File: config.mk
export PLATFORM = sky130hd
export DESIGN_NAME = mcyc_control_fsm
export DESIGN_NICKNAME = d
export VERILOG_FILES = /design/src/rtl/mcyc_ctrl_pkg.sv /design/src/rtl/mcyc_alu_decode.sv /design/src/rtl/mcyc_control_fsm.sv
export SDC_FILE = /design/constraint.sdc
export NUM_CORES = 1
export LEC_CHECK = 0
export CAP_MARGIN = 0
export CORE_ASPECT_RATIO = 1.1
export CORE_MARGIN = 3
export CORE_UTILIZATION = 30
export DETAILED_ROUTE_END_ITERATION = 6
export HOLD_SLACK_MARGIN = 0.02
export SLEW_MARGIN = 20
export SYNTH_ARGS = -nofsm -noshare
export SYNTH_HDL_FRONTEND = slang
export SYNTH_SLANG_ARGS = --single-unit
File: constraint.sdc
create_clock -name clk -period 4.2 [get_ports clk]
set_clock_uncertainty 0.05 [all_clocks]
set_input_delay 0.42 -clock clk [delete_from_list [all_inputs] [get_ports clk]]
set_output_delay 0.42 -clock clk [all_outputs]
set_load 0.02 [all_outputs]
File: src/rtl/mcyc_ctrl_pkg.sv
// Shared encodings for the MCycMIPS32 multi-cycle control unit: FSM states,
// opcode/funct values, ALU operations and datapath mux selects.
package mcyc_ctrl_pkg;

  typedef enum logic [3:0] {
    S_RST, S_FETCH, S_DECODE, S_MEMADR, S_MEMRD, S_MEMWB, S_MEMWR,
    S_REXEC, S_RWB, S_IEXEC, S_IWB, S_BRANCH, S_JUMP, S_JR, S_HALT
  } state_e;

  localparam logic [5:0] OP_RTYPE = 6'h00;
  localparam logic [5:0] OP_J     = 6'h02;
  localparam logic [5:0] OP_BEQ   = 6'h04;
  localparam logic [5:0] OP_BNE   = 6'h05;
  localparam logic [5:0] OP_ADDI  = 6'h08;
  localparam logic [5:0] OP_ADDIU = 6'h09;
  localparam logic [5:0] OP_SLTI  = 6'h0A;
  localparam logic [5:0] OP_ANDI  = 6'h0C;
  localparam logic [5:0] OP_ORI   = 6'h0D;
  localparam logic [5:0] OP_LW    = 6'h23;
  localparam logic [5:0] OP_SW    = 6'h2B;

  localparam logic [5:0] FN_NOP  = 6'h00;
  localparam logic [5:0] FN_JR   = 6'h08;
  localparam logic [5:0] FN_ADD  = 6'h20;
  localparam logic [5:0] FN_ADDU = 6'h21;
  localparam logic [5:0] FN_SUB  = 6'h22;
  localparam logic [5:0] FN_SUBU = 6'h23;
  localparam logic [5:0] FN_AND  = 6'h24;
  localparam logic [5:0] FN_OR   = 6'h25;
  localparam logic [5:0] FN_XOR  = 6'h26;
  localparam logic [5:0] FN_NOR  = 6'h27;
  localparam logic [5:0] FN_SLT  = 6'h2A;

  localparam logic [3:0] ALU_AND = 4'b0000;
  localparam logic [3:0] ALU_OR  = 4'b0001;
  localparam logic [3:0] ALU_ADD = 4'b0010;
  localparam logic [3:0] ALU_XOR = 4'b0011;
  localparam logic [3:0] ALU_SUB = 4'b0110;
  localparam logic [3:0] ALU_SLT = 4'b0111;
  localparam logic [3:0] ALU_NOR = 4'b1100;

  localparam logic [2:0] SRCB_REGB    = 3'd0;
  localparam logic [2:0] SRCB_IMM     = 3'd2;
  localparam logic [2:0] SRCB_IMM_SH2 = 3'd3;
  localparam logic [2:0] SRCB_FOUR    = 3'd4;
  localparam logic [2:0] SRCB_ZIMM    = 3'd5;

  localparam logic [2:0] PCSRC_ALU    = 3'd0;
  localparam logic [2:0] PCSRC_ALUOUT = 3'd1;
  localparam logic [2:0] PCSRC_JUMP   = 3'd2;
  localparam logic [2:0] PCSRC_REGA   = 3'd3;

  function automatic logic is_itype_alu(input logic [5:0] op);
    return (op == OP_ADDI) || (op == OP_ADDIU) || (op == OP_SLTI) ||
           (op == OP_ANDI) || (op == OP_ORI);
  endfunction

endpackage

File: src/rtl/mcyc_alu_decode.sv
// Combinational op/func to ALU operation map for R-type and immediate ALU
// instructions; supported_o drops for anything the ALU cannot execute.
module mcyc_alu_decode
  import mcyc_ctrl_pkg::*;
(
  input  logic [5:0] op_i,
  input  logic [5:0] func_i,
  output logic [3:0] aluop_o,
  output logic       supported_o
);

  always_comb begin
    aluop_o     = ALU_ADD;
    supported_o = 1'b1;
    if (op_i == OP_RTYPE) begin
      case (func_i)
        FN_ADD, FN_ADDU: aluop_o = ALU_ADD;
        FN_SUB, FN_SUBU: aluop_o = ALU_SUB;
        FN_AND:          aluop_o = ALU_AND;
        FN_OR:           aluop_o = ALU_OR;
        FN_XOR:          aluop_o = ALU_XOR;
        FN_NOR:          aluop_o = ALU_NOR;
        FN_SLT:          aluop_o = ALU_SLT;
        default:         supported_o = 1'b0;
      endcase
    end else begin
      case (op_i)
        OP_ADDI, OP_ADDIU: aluop_o = ALU_ADD;
        OP_SLTI:           aluop_o = ALU_SLT;
        OP_ANDI:           aluop_o = ALU_AND;
        OP_ORI:            aluop_o = ALU_OR;
        default:           supported_o = 1'b0;
      endcase
    end
  end

endmodule

File: src/rtl/mcyc_control_fsm.sv
// Moore control FSM for the multi-cycle MIPS32 datapath; memory states stall
// on mem_ready and every completed instruction bumps instr_retired.
module mcyc_control_fsm
  import mcyc_ctrl_pkg::*;
(
  input  logic        clk,
  input  logic        nrst,
  input  logic [5:0]  op,
  input  logic [5:0]  func,
  input  logic        zero,
  input  logic        mem_ready,
  output logic        mem_req,
  output logic        mem_we,
  output logic        ir_we,
  output logic        mdr_we,
  output logic        rega_we,
  output logic        regb_we,
  output logic        aluout_we,
  output logic        reg_write,
  output logic        pc_we,
  output logic        mem_to_reg,
  output logic        reg_dst,
  output logic        alu_src_a,
  output logic        iord,
  output logic [2:0]  alu_src_b,
  output logic [2:0]  pc_src,
  output logic [3:0]  aluop,
  output logic        illegal,
  output logic [31:0] instr_retired
);

  state_e      state_q, state_d;
  logic [31:0] instr_retired_q, instr_retired_d;
  logic        retire;
  logic [3:0]  dec_aluop;
  logic        dec_supported;

  mcyc_alu_decode u_alu_decode (
    .op_i        (op),
    .func_i      (func),
    .aluop_o     (dec_aluop),
    .supported_o (dec_supported)
  );

  always_comb begin
    state_d    = state_q;
    retire     = 1'b0;
    mem_req    = 1'b0;
    mem_we     = 1'b0;
    ir_we      = 1'b0;
    mdr_we     = 1'b0;
    rega_we    = 1'b0;
    regb_we    = 1'b0;
    aluout_we  = 1'b0;
    reg_write  = 1'b0;
    pc_we      = 1'b0;
    mem_to_reg = 1'b0;
    reg_dst    = 1'b0;
    alu_src_a  = 1'b0;
    iord       = 1'b0;
    alu_src_b  = SRCB_REGB;
    pc_src     = PCSRC_ALU;
    aluop      = ALU_AND;
    illegal    = 1'b0;
    case (state_q)
      S_RST: state_d = S_FETCH;
      S_FETCH: begin
        mem_req   = 1'b1;
        alu_src_b = SRCB_FOUR;
        aluop     = ALU_ADD;
        ir_we     = mem_ready;
        pc_we     = mem_ready;
        if (mem_ready) state_d = S_DECODE;
      end
      S_DECODE: begin
        // Branch target is computed here speculatively for BRANCH to use.
        rega_we   = 1'b1;
        regb_we   = 1'b1;
        aluout_we = 1'b1;
        alu_src_b = SRCB_IMM_SH2;
        aluop     = ALU_ADD;
        case (op)
          OP_RTYPE: begin
            if (func == FN_JR) begin
              state_d = S_JR;
            end else if (func == FN_NOP) begin
              state_d = S_FETCH;
              retire  = 1'b1;
            end else begin
              state_d = S_REXEC;
            end
          end
          OP_LW, OP_SW:   state_d = S_MEMADR;
          OP_BEQ, OP_BNE: state_d = S_BRANCH;
          OP_J:           state_d = S_JUMP;
          default:        state_d = is_itype_alu(op) ? S_IEXEC : S_HALT;
        endcase
      end
      S_MEMADR: begin
        alu_src_a = 1'b1;
        alu_src_b = SRCB_IMM;
        aluop     = ALU_ADD;
        aluout_we = 1'b1;
        state_d   = (op == OP_SW) ? S_MEMWR : S_MEMRD;
      end
      S_MEMRD: begin
        mem_req = 1'b1;
        iord    = 1'b1;
        mdr_we  = mem_ready;
        if (mem_ready) state_d = S_MEMWB;
      end
      S_MEMWB: begin
        mem_to_reg = 1'b1;
        reg_write  = 1'b1;
        retire     = 1'b1;
        state_d    = S_FETCH;
      end
      S_MEMWR: begin
        mem_req = 1'b1;
        mem_we  = 1'b1;
        iord    = 1'b1;
        if (mem_ready) begin
          retire  = 1'b1;
          state_d = S_FETCH;
        end
      end
      S_REXEC: begin
        alu_src_a = 1'b1;
        alu_src_b = SRCB_REGB;
        aluop     = dec_aluop;
        aluout_we = 1'b1;
        state_d   = dec_supported ? S_RWB : S_HALT;
      end
      S_RWB: begin
        reg_dst   = 1'b1;
        reg_write = 1'b1;
        retire    = 1'b1;
        state_d   = S_FETCH;
      end
      S_IEXEC: begin
        alu_src_a = 1'b1;
        alu_src_b = ((op == OP_ANDI) || (op == OP_ORI)) ? SRCB_ZIMM : SRCB_IMM;
        aluop     = dec_aluop;
        aluout_we = 1'b1;
        state_d   = S_IWB;
      end
      S_IWB: begin
        reg_write = 1'b1;
        retire    = 1'b1;
        state_d   = S_FETCH;
      end
      S_BRANCH: begin
        alu_src_a = 1'b1;
        alu_src_b = SRCB_REGB;
        aluop     = ALU_SUB;
        pc_src    = PCSRC_ALUOUT;
        pc_we     = zero ^ (op == OP_BNE);
        retire    = 1'b1;
        state_d   = S_FETCH;
      end
      S_JUMP: begin
        pc_src  = PCSRC_JUMP;
        pc_we   = 1'b1;
        retire  = 1'b1;
        state_d = S_FETCH;
      end
      S_JR: begin
        pc_src  = PCSRC_REGA;
        pc_we   = 1'b1;
        retire  = 1'b1;
        state_d = S_FETCH;
      end
      S_HALT: illegal = 1'b1;
      default: state_d = S_RST;
    endcase
  end

  assign instr_retired_d = retire ? instr_retired_q + 32'd1 : instr_retired_q;
  assign instr_retired   = instr_retired_q;

  always_ff @(posedge clk or negedge nrst) begin
    if (!nrst) begin
      state_q         <= S_RST;
      instr_retired_q <= '0;
    end else begin
      state_q         <= state_d;
      instr_retired_q <= instr_retired_d;
    end
  end

endmodule

Yosys cells after proc, flatten, opt, wreduce, memory -nomap -nowiden
Cells that the tools add are included.
{"block": "classes", "multipliers": 0, "add_sub_neg": 1, "div_mod_pow": 0, "n_reduce_logical": 24, "bitwise_logic": 2, "muxes": 38, "n_eq_ne": 37, "magnitude_cmp": 0, "shift": 0}
{"cell": "6-bit == test (second input constant)", "n": 11}
{"cell": "6-bit by 4-bit == test with 1-bit output (second input constant)", "n": 6}
{"cell": "4-bit one-hot mux with 9 select lines", "n": 1}
{"cell": "32-bit by 1-bit adder with 32-bit output (second input constant)", "n": 1}
{"cell": "4-bit == test (second input constant)", "n": 7}
{"cell": "4-bit one-hot mux with 6 select lines", "n": 1}
{"cell": "4-bit two-way mux", "n": 5}
{"cell": "1-bit two-way mux", "n": 19}
{"cell": "4-bit by 3-bit == test with 1-bit output (second input constant)", "n": 4}
{"cell": "4-bit one-hot mux with 4 select lines", "n": 1}
{"cell": "6-bit by 3-bit == test with 1-bit output (second input constant)", "n": 2}
{"cell": "6-bit zero test", "n": 2}
{"cell": "3-bit two-way mux", "n": 4}
{"cell": "3-bit one-hot mux with 4 select lines", "n": 1}
{"cell": "4-bit one-hot mux with 3 select lines", "n": 1}
{"cell": "2-bit OR reduction", "n": 6}
{"cell": "3-bit one-hot mux with 3 select lines", "n": 1}
{"cell": "3-bit OR reduction", "n": 3}
{"cell": "9-bit OR reduction", "n": 1}
{"cell": "4-bit by 2-bit == test with 1-bit output (second input constant)", "n": 2}
{"cell": "4-bit OR reduction", "n": 2}
{"cell": "7-bit OR reduction", "n": 1}
{"cell": "6-bit by 2-bit == test with 1-bit output (second input constant)", "n": 1}
{"cell": "2-bit inequality test (second input constant)", "n": 3}
{"cell": "other kinds (11)", "n": 16}
{"block": "totals", "elab_cells": 104, "ram_bits": 0, "output_inout_bits": 56, "latchBits": 0, "mem_bits_ro": 0, "inputBits": 16, "reg_bits": 36, "n_memories": 0}

Logic depth before layout (Yosys ltp)
Gate-level depths: netlist of the first run.
{"block": "depth", "ltp_word": 8, "depth_mapped": 7, "ltp_nobuf": 5}

Modules after synthesis
A second synthesis of the first run with hierarchy kept.
{"block": "hier_totals", "hier_cells": 284, "area_unflattened_um2": 2464.9}
{"mod": "mcyc_control_fsm", "cells_each": 254, "seq_area_each_um2": 900.9, "area_each_um2": 2254.7, "n_inst": 1}
{"mod": "mcyc_alu_decode", "cells_each": 30, "seq_area_each_um2": 0.0, "area_each_um2": 210.2, "n_inst": 1}

Worst setup path after synthesis of the first run
Ideal clock, no wire load.
{"block": "synth_path", "path_kind": "input -> output", "startpoint": "input port func[4]", "endpoint": "output port aluop[0]", "required_time_ns": 3.730, "n_path_buf": 0, "slack_ns": 1.670, "stages": 4, "arrival_ns": 2.060, "cell_sequence": "or4b_2 > o21ai_0 > a2bb2oi_1 > nor4_1"}
{"block": "synth_between", "elab_chain_len": 5, "word_cells_on_any_way": 11, "cone_classes": "7 x eq/ne; 3 x mux; 1 x reduce/logical"}
{"element": "from (decl)", "line": "mcyc_control_fsm.sv:9", "text": "input logic [5:0] func,"}
{"element": "6-bit == test", "line": "mcyc_alu_decode.sv:16", "text": "case (func_i)"}
{"element": "2-bit OR reduction", "line": "mcyc_alu_decode.sv:16"}
{"element": "4-bit one-hot mux with 6 select lines *", "line": "mcyc_alu_decode.sv:16"}
{"element": "4-bit two-way mux *", "line": "mcyc_alu_decode.sv:15", "text": "if (op_i == OP_RTYPE) begin"}
{"element": "4-bit one-hot mux with 3 select lines *", "line": "mcyc_control_fsm.sv:65", "text": "case (state_q)"}
{"element": "to (decl)", "line": "mcyc_control_fsm.sv:27", "text": "output logic [3:0] aluop,"}
Every way passes the cells marked *; elsewhere a longest branch is shown, timed or not.

Worst setup path after layout of the first run
{"block": "layout_path", "startpoint": "input port op[1]", "endpoint": "output port aluop[2]"}
{"block": "layout_between", "elab_chain_len": 4, "word_cells_on_any_way": 7, "cone_classes": "3 x eq/ne; 3 x mux; 1 x reduce/logical"}
{"element": "from (decl)", "line": "mcyc_control_fsm.sv:8", "text": "input logic [5:0] op,"}
{"element": "6-bit by 4-bit == test with 1-bit output", "line": "mcyc_alu_decode.sv:27", "text": "case (op_i)"}
{"element": "3-bit one-hot mux with 3 select lines", "line": "mcyc_alu_decode.sv:27"}
{"element": "4-bit two-way mux *", "line": "mcyc_alu_decode.sv:15"}
{"element": "4-bit one-hot mux with 3 select lines *", "line": "mcyc_control_fsm.sv:65"}
Marked as above.

==> results of run 1 <==
## layout make-up
cell class / instances / area (µm²)
clock inverters: 2 / 35.0
repair buffers: 73 / 718
multi-input cells: 228 / 1610
flip-flops and latches: 36 / 901
fillers: 836 / 4960
well taps: 111 / 139
clock buffers: 6 / 72.6
inverters: 5 / 18.8
## worst paths after layout
| check | end | cells after the start | from |
|---|---|---|---|
| max in group asynchronous | instr_retired[27] | 1 | nrst |
| worst max register to register | instr_retired[29] | 6 | state_q[3] |
| worst max-delay path | aluop[2] | 7 | op[1] |
| min in group clk | instr_retired[31] | 1 | instr_retired[31] |
| worst min-delay path | instr_retired[18] | 1 | nrst |
| worst min register to register | instr_retired[31] | 1 | instr_retired[31] |
## sequential cells by signal (all words and copies together) (netlist names)
signal and count:
instr_retired 32, state_q 4
## worst reg2reg max path: stages (launching register included)
cell      delay (ns)
dfrtp_1         0.75
nor2b_1         0.48
o21a_1          0.25
a311oi_4        0.05
buf_4           0.29
nor4b_1         0.46
xor2_1          0.18
## layer usage
layer / track usage / up-vias / share of wire
li1: - / 1173 / -
met3: 0.0333 / 6 / 0.072
met1: 0.196 / 1153 / 0.44
met2: 0.219 / 85 / 0.47
met5: 0 / - / 0
met4: 0.0454 / 0 / 0.014
## power groups by stage
stage | logic (µW) | clock network (µW) | registers [µW]
CTS | 960 | 311 | 497
global route | 1040 | 325 | 514
detailed placement | 951 | 0 | 504
global placement | 958 | 0 | 505
floorplan | 673 | 0 | 451
finish | 957 | 301 | 500
## cells in the mapped netlist (all sizes together) (2+ instances only)
cell and n:
nor2b 3, a31oi 2, xor2 29, clkbuf 11, and3 4, a211oi 2
nand4b 3, nor4b 8, o31ai 4, nand3 6, nor4 5, inv 5
dfrtp 36, xnor2 5, nand4 14, a2bb2o 2, or4b 2, o22ai 3
nor2 32, o21ai 12, nand2 21, nor3 16, nand3b 5, buf 12
nor3b 4, nand2b 8, a21oi 10, o21a 2, or4 2
## kinds of logic (layout without fill, tap and decap cells)
group / Yosys count / in the layout / share of synthesized area
AND/OR/NAND/NOR: 141 / 141 / 0.353
buffers and inverters: 28 / 86 / 0.0490
other: 1 / 1 / 0.00143
adder cells (fa/ha/maj): 1 / 1 / 0.00476
AO/OA/AOI/OAI: 49 / 49 / 0.128
multiplexers: 2 / 2 / 0.00809
XOR/XNOR: 34 / 34 / 0.113
flip-flops: 36 / 36 / 0.343
## stage by stage
step | std cells | setup slack, ns
final | 461 | 0.689
after global placement | 453 | 0.699
after CTS | 461 | 0.690
after detailed placement | 453 | 0.692
after floorplan | 292 | 1.67
after global routing | 461 | 0.503
==> impl_metrics.json, run 1 <==
{
  "postSynthNetCount": 309,
  "yosysWarningCount": 0,
  "viasPerCell": 5.24,
  "power_density_nw_per_um2": 503,
  "status": "finished, final reports clean",
  "crit_path_max_fanout": 11,
  "maxCapViolations": 0,
  "slew-limit-headroom": 0.470,
  "drive_above_1_share": 0.0857,
  "drc": 0,
  "grt_max_degree": 37,
  "cts.repair.resized": 0,
  "cts_root_buffer": "clkbuf_8",
  "timing_hold_violations_final": 0,
  "yosysUniqueCellTypes": 63,
  "postCtsSetupBuffers": 0,
  "final_cell_mix": "69 x clkdlybuf4s50_1, 36 x dfrtp_1, 31 x nor2_1",
  "arrival_ns": 3.04,
  "yosysSeqAreaShare": 0.343,
  "crit_top_cell": "clkdlybuf4s50_1",
  "post-route-util": 0.414,
  "synth_edf_count": 0,
  "timing.fmax_mhz": 285,
  "syn_area_um2": 2630,
  "drt_wl_total_mm": 6.85,
  "fp-row-count": 35,
  "max-vdd-ir-drop_uv": 373,
  "async_reset_ff_frac": 1.00,
  "final.min_clock_period_ns": 3.51,
  "min_path_type": "in2async",
  "criticalPathCategory": "in2out",
  "core-area_um2": 8450,
  "io_buffers": 70,
  "die_area_um2": 9930,
  "crit_path_end_kind": "output pin",
  "cts_max_path_buffers": 2,
  "postSynthCellCount": 292,
  "cts_inserted_buffers": 5,
  "setup_viol": 0,
  "grt_pass1_vias": 2382,
  "syn_to_final_growth_pct": 32.9,
  "initial_utilization": 0.311,
  "clkPwrFrac": 0.171,
  "synth_largest_area_cell": "dfrtp_1",
  "start_kind": "input port",
  "rsz0062_at_grt": "false",
  "die_width_um": 95.3,
  "cts_tree": "done",
  "worst_pin_slew_ns": 0.796,
  "crit_family": "buffers and inverters",
  "synth_top_cell_area_share": 0.343,
  "holdBufCountCts": 0,
  "wl_per_cell_um": 14.8,
  "grt_overflow": 0,
  "drtIter0Drc": 91,
  "antenna_found_initial": 0,
  "ff2ff_setup_slack_ns": 1.62,
  "ys_seq_elements": 36,
  "total_power_uw": 1760,
  "syn_avg_cell_area_um2": 9.01,
  "internal-power_uw": 973,
  "leakage_uw": 0.00154,
  "synth_flop_cell": "dfrtp_1",
  "p_seq_frac": 0.284,
  "cts_sinks": 36,
  "tns_ns": 0,
  "swShare": 0.447,
  "crit_buf_inv": 2,
  "cp_cell_sequence": "clkdlybuf4s50_1 > or4b_2 > nor2_1 > nand3_1 > a2bb2o_1 > a21oi_1 > clkdlybuf4s50_1",
  "postRouteAntennaNets": 0,
  "cpPeakStageDelay_ns": 0.75,
  "power.switching_uw": 786,
  "post-dp-hpwl_mm": 4.83,
  "globalplace.congestion": 0.856,
  "grtUsageTotal": 0.142,
  "htree_levels": 2,
  "ioPinCount": 72,
  "layout_commonest_cell": "clkdlybuf4s50_1",
  "first_pass_iters": 5,
  "n_antenna_cell": 0,
  "crit_required_ns": 3.73,
  "combPwrFrac": 0.544,
  "fin_crit_sh": 0.836,
  "vias": 2417,
  "drv_slew": 0,
  "whs_ns": 0.157,
  "synth_area_leaders": "dfrtp_1 34%, xor2_1 9.7%, nor4b_4 5.4%, nor2_1 4.4%, nand4_1 3.3%",
  "placed_cell_area_um2": 3390,
  "grt_pass1_wl_mm": 11.7,
  "fp.dieH_um": 104,
  "design_area_um2": 3500,
  "nets": 366,
  "clk_pin_slew_worst_paths_ns": 0.08,
  "critPathSlowestCell": "or4b_2",
  "clk_latency_ns": 0.29
}
(Power assumes the default switching activity.)
==> run 2: changes to the inputs <==
clock period = 3.4 ns   (was 4.2 ns; I/O delays follow)
==> impl_metrics.json, run 2 (synthesis gave the netlist of run 1 again) <==
{
  "drive_above_1_share": 0.0989,
  "timing_hold_violations_final": 0,
  "crit_path_end_kind": "output pin",
  "cts_max_path_buffers": 2,
  "final.min_clock_period_ns": 3.14,
  "crit_top_cell": "clkdlybuf4s50_1",
  "final_cells": 465,
  "globalplace.congestion": 0.914,
  "design_area_um2": 3540,
  "met3_usage": 0.0282,
  "rsz0062_at_grt": "false",
  "power_density_nw_per_um2": 622,
  "vias": 2384,
  "wl_per_cell_um": 14.7,
  "tns_ns": 0,
  "ff2ff_setup_slack_ns": 0.94,
  "reg2regPathDepth": 6,
  "combPwrFrac": 0.535,
  "arrival_ns": 2.75,
  "final_cell_mix": "69 x clkdlybuf4s50_1, 36 x dfrtp_1, 31 x nor2_1",
  "viasPerCell": 5.13,
  "met1_usage": 0.193,
  "cp_cell_sequence": "clkdlybuf4s50_1 > or4b_2 > nor2_1 > nand3_1 > a2bb2o_1 > a21oi_1 > clkdlybuf4s50_1",
  "crit_required_ns": 3.01,
  "postRouteAntennaNets": 0,
  "antenna_found_initial": 0,
  "postCtsSetupBuffers": 0,
  "drtIter0Drc": 81,
  "clk_pin_slew_worst_paths_ns": 0.08,
  "cpPeakStageDelay_ns": 0.73,
  "timing.fmax_mhz": 318,
  "fillers": 831,
  "clk_latency_ns": 0.29,
  "p_seq_frac": 0.295,
  "post-route-util": 0.419,
  "criticalPathCategory": "in2out",
  "grtUsageTotal": 0.140,
  "drv_slew": 0,
  "cts_sinks": 36,
  "drc": 0,
  "die_area_um2": 9930,
  "initial_utilization": 0.311,
  "grt_pass1_wl_mm": 11.5,
  "worst_pin_slew_ns": 0.802,
  "die_width_um": 95.3,
  "post-dp-hpwl_mm": 4.94,
  "htree_levels": 2,
  "top_usage_layer": "met2",
  "cts.repair.resized": 0,
  "drt_wl_total_mm": 6.81,
  "critPathSlowestCell": "or4b_2",
  "grt_pass1_vias": 2361,
  "start_kind": "input port",
  "seq_area_um2": 901,
  "cts_inserted_buffers": 5,
  "power.switching_uw": 982,
  "multi_input_area_um2": 1610,
  "io_buffers": 70,
  "first_pass_iters": 4,
  "max-vdd-ir-drop_uv": 427,
  "fp-row-count": 35,
  "core-area_um2": 8450,
  "grt_overflow": 0,
  "syn_to_final_growth_pct": 34.7,
  "cts_tree": "done",
  "leakage_uw": 0.00156,
  "dp_cells": 457,
  "clkPwrFrac": 0.170,
  "layout_commonest_cell": "clkdlybuf4s50_1",
  "grt_max_degree": 37,
  "fp.dieH_um": 104,
  "placed_cell_area_um2": 3430,
  "crit_path_max_fanout": 4,
  "status": "finished, final reports clean",
  "largest_register_ffs": 32,
  "nets": 370,
  "maxCapViolations": 0,
  "holdBufCountCts": 0,
  "swShare": 0.445,
  "min_path_type": "in2async",
  "ioPinCount": 72,
  "gr-usage-met2": 0.217,
  "fin_crit_sh": 0.924,
  "setup_viol": 0,
  "slew-limit-headroom": 0.465,
  "n_antenna_cell": 0,
  "internal-power_uw": 1220,
  "cts_root_buffer": "clkbuf_8"
}
run 2: changes by cell type in the layout (fill, tap and decap cells not counted), sizes merged:
| cell | before | now |
|---|---|---|
| clkbuf | 6 | 5 |
| clkinvlp | 0 | 1 |
| buf | 4 | 8 |
run 2: worst max-delay path, delay by kind of cell:
kind                   cells  cell delay, ns
AO/OA/AOI/OAI              2            0.40
buffers and inverters      2            1.03
AND/OR/NAND/NOR            3            0.97
run 2: stage by stage:
| stage | setup WS [ns] | hold slack [ns] | power [µW] |
|---|---|---|---|
| 3_3_place_gp | 0.269 | 0.404 | 1830 |
| 2_1_floorplan | 1.03 | -0.00559 | 1390 |
| 5_1_grt | 0.139 | 0.154 | 2350 |
| 3_5_place_dp | 0.257 | 0.410 | 1830 |
| 4_1_cts | 0.243 | 0.108 | 2210 |
| 6_report | 0.257 | 0.0847 | 2200 |
run 2: cell type report:
class,instances,share of cell area
Clock buffer,5,0.0194
Clock inverter,3,0.0120
Inverter,5,0.00530
Multi-Input combinational cell,228,0.455
Sequential cell,36,0.254
Tap cell,111,0.0392
Timing Repair Buffer,77,0.215
run 2: power groups by stage:
stage	clock network (µW)	logic, µW	registers, µW
3_5_place_dp	0	1170	658
4_1_cts	385	1180	649
3_3_place_gp	0	1170	658
6_report	374	1180	651
2_1_floorplan	0	831	558
5_1_grt	406	1280	671
run 2: routing by layer:
layer,vias to the layer above,share of wire
li1,1171,-
met1,1124,0.46
met2,79,0.46
met3,10,0.062
met4,0,0.016
met5,-,0
run 2: path summary, 6_finish.rpt:
path | end | start
min | instr_retired[17] | nrst
max reg2reg | instr_retired[31] | state_q[0]
max | aluop[2] | func[4]
max in group asynchronous | instr_retired[27] | nrst
min in group clk | instr_retired[31] | instr_retired[31]
min reg2reg | instr_retired[31] | instr_retired[31]
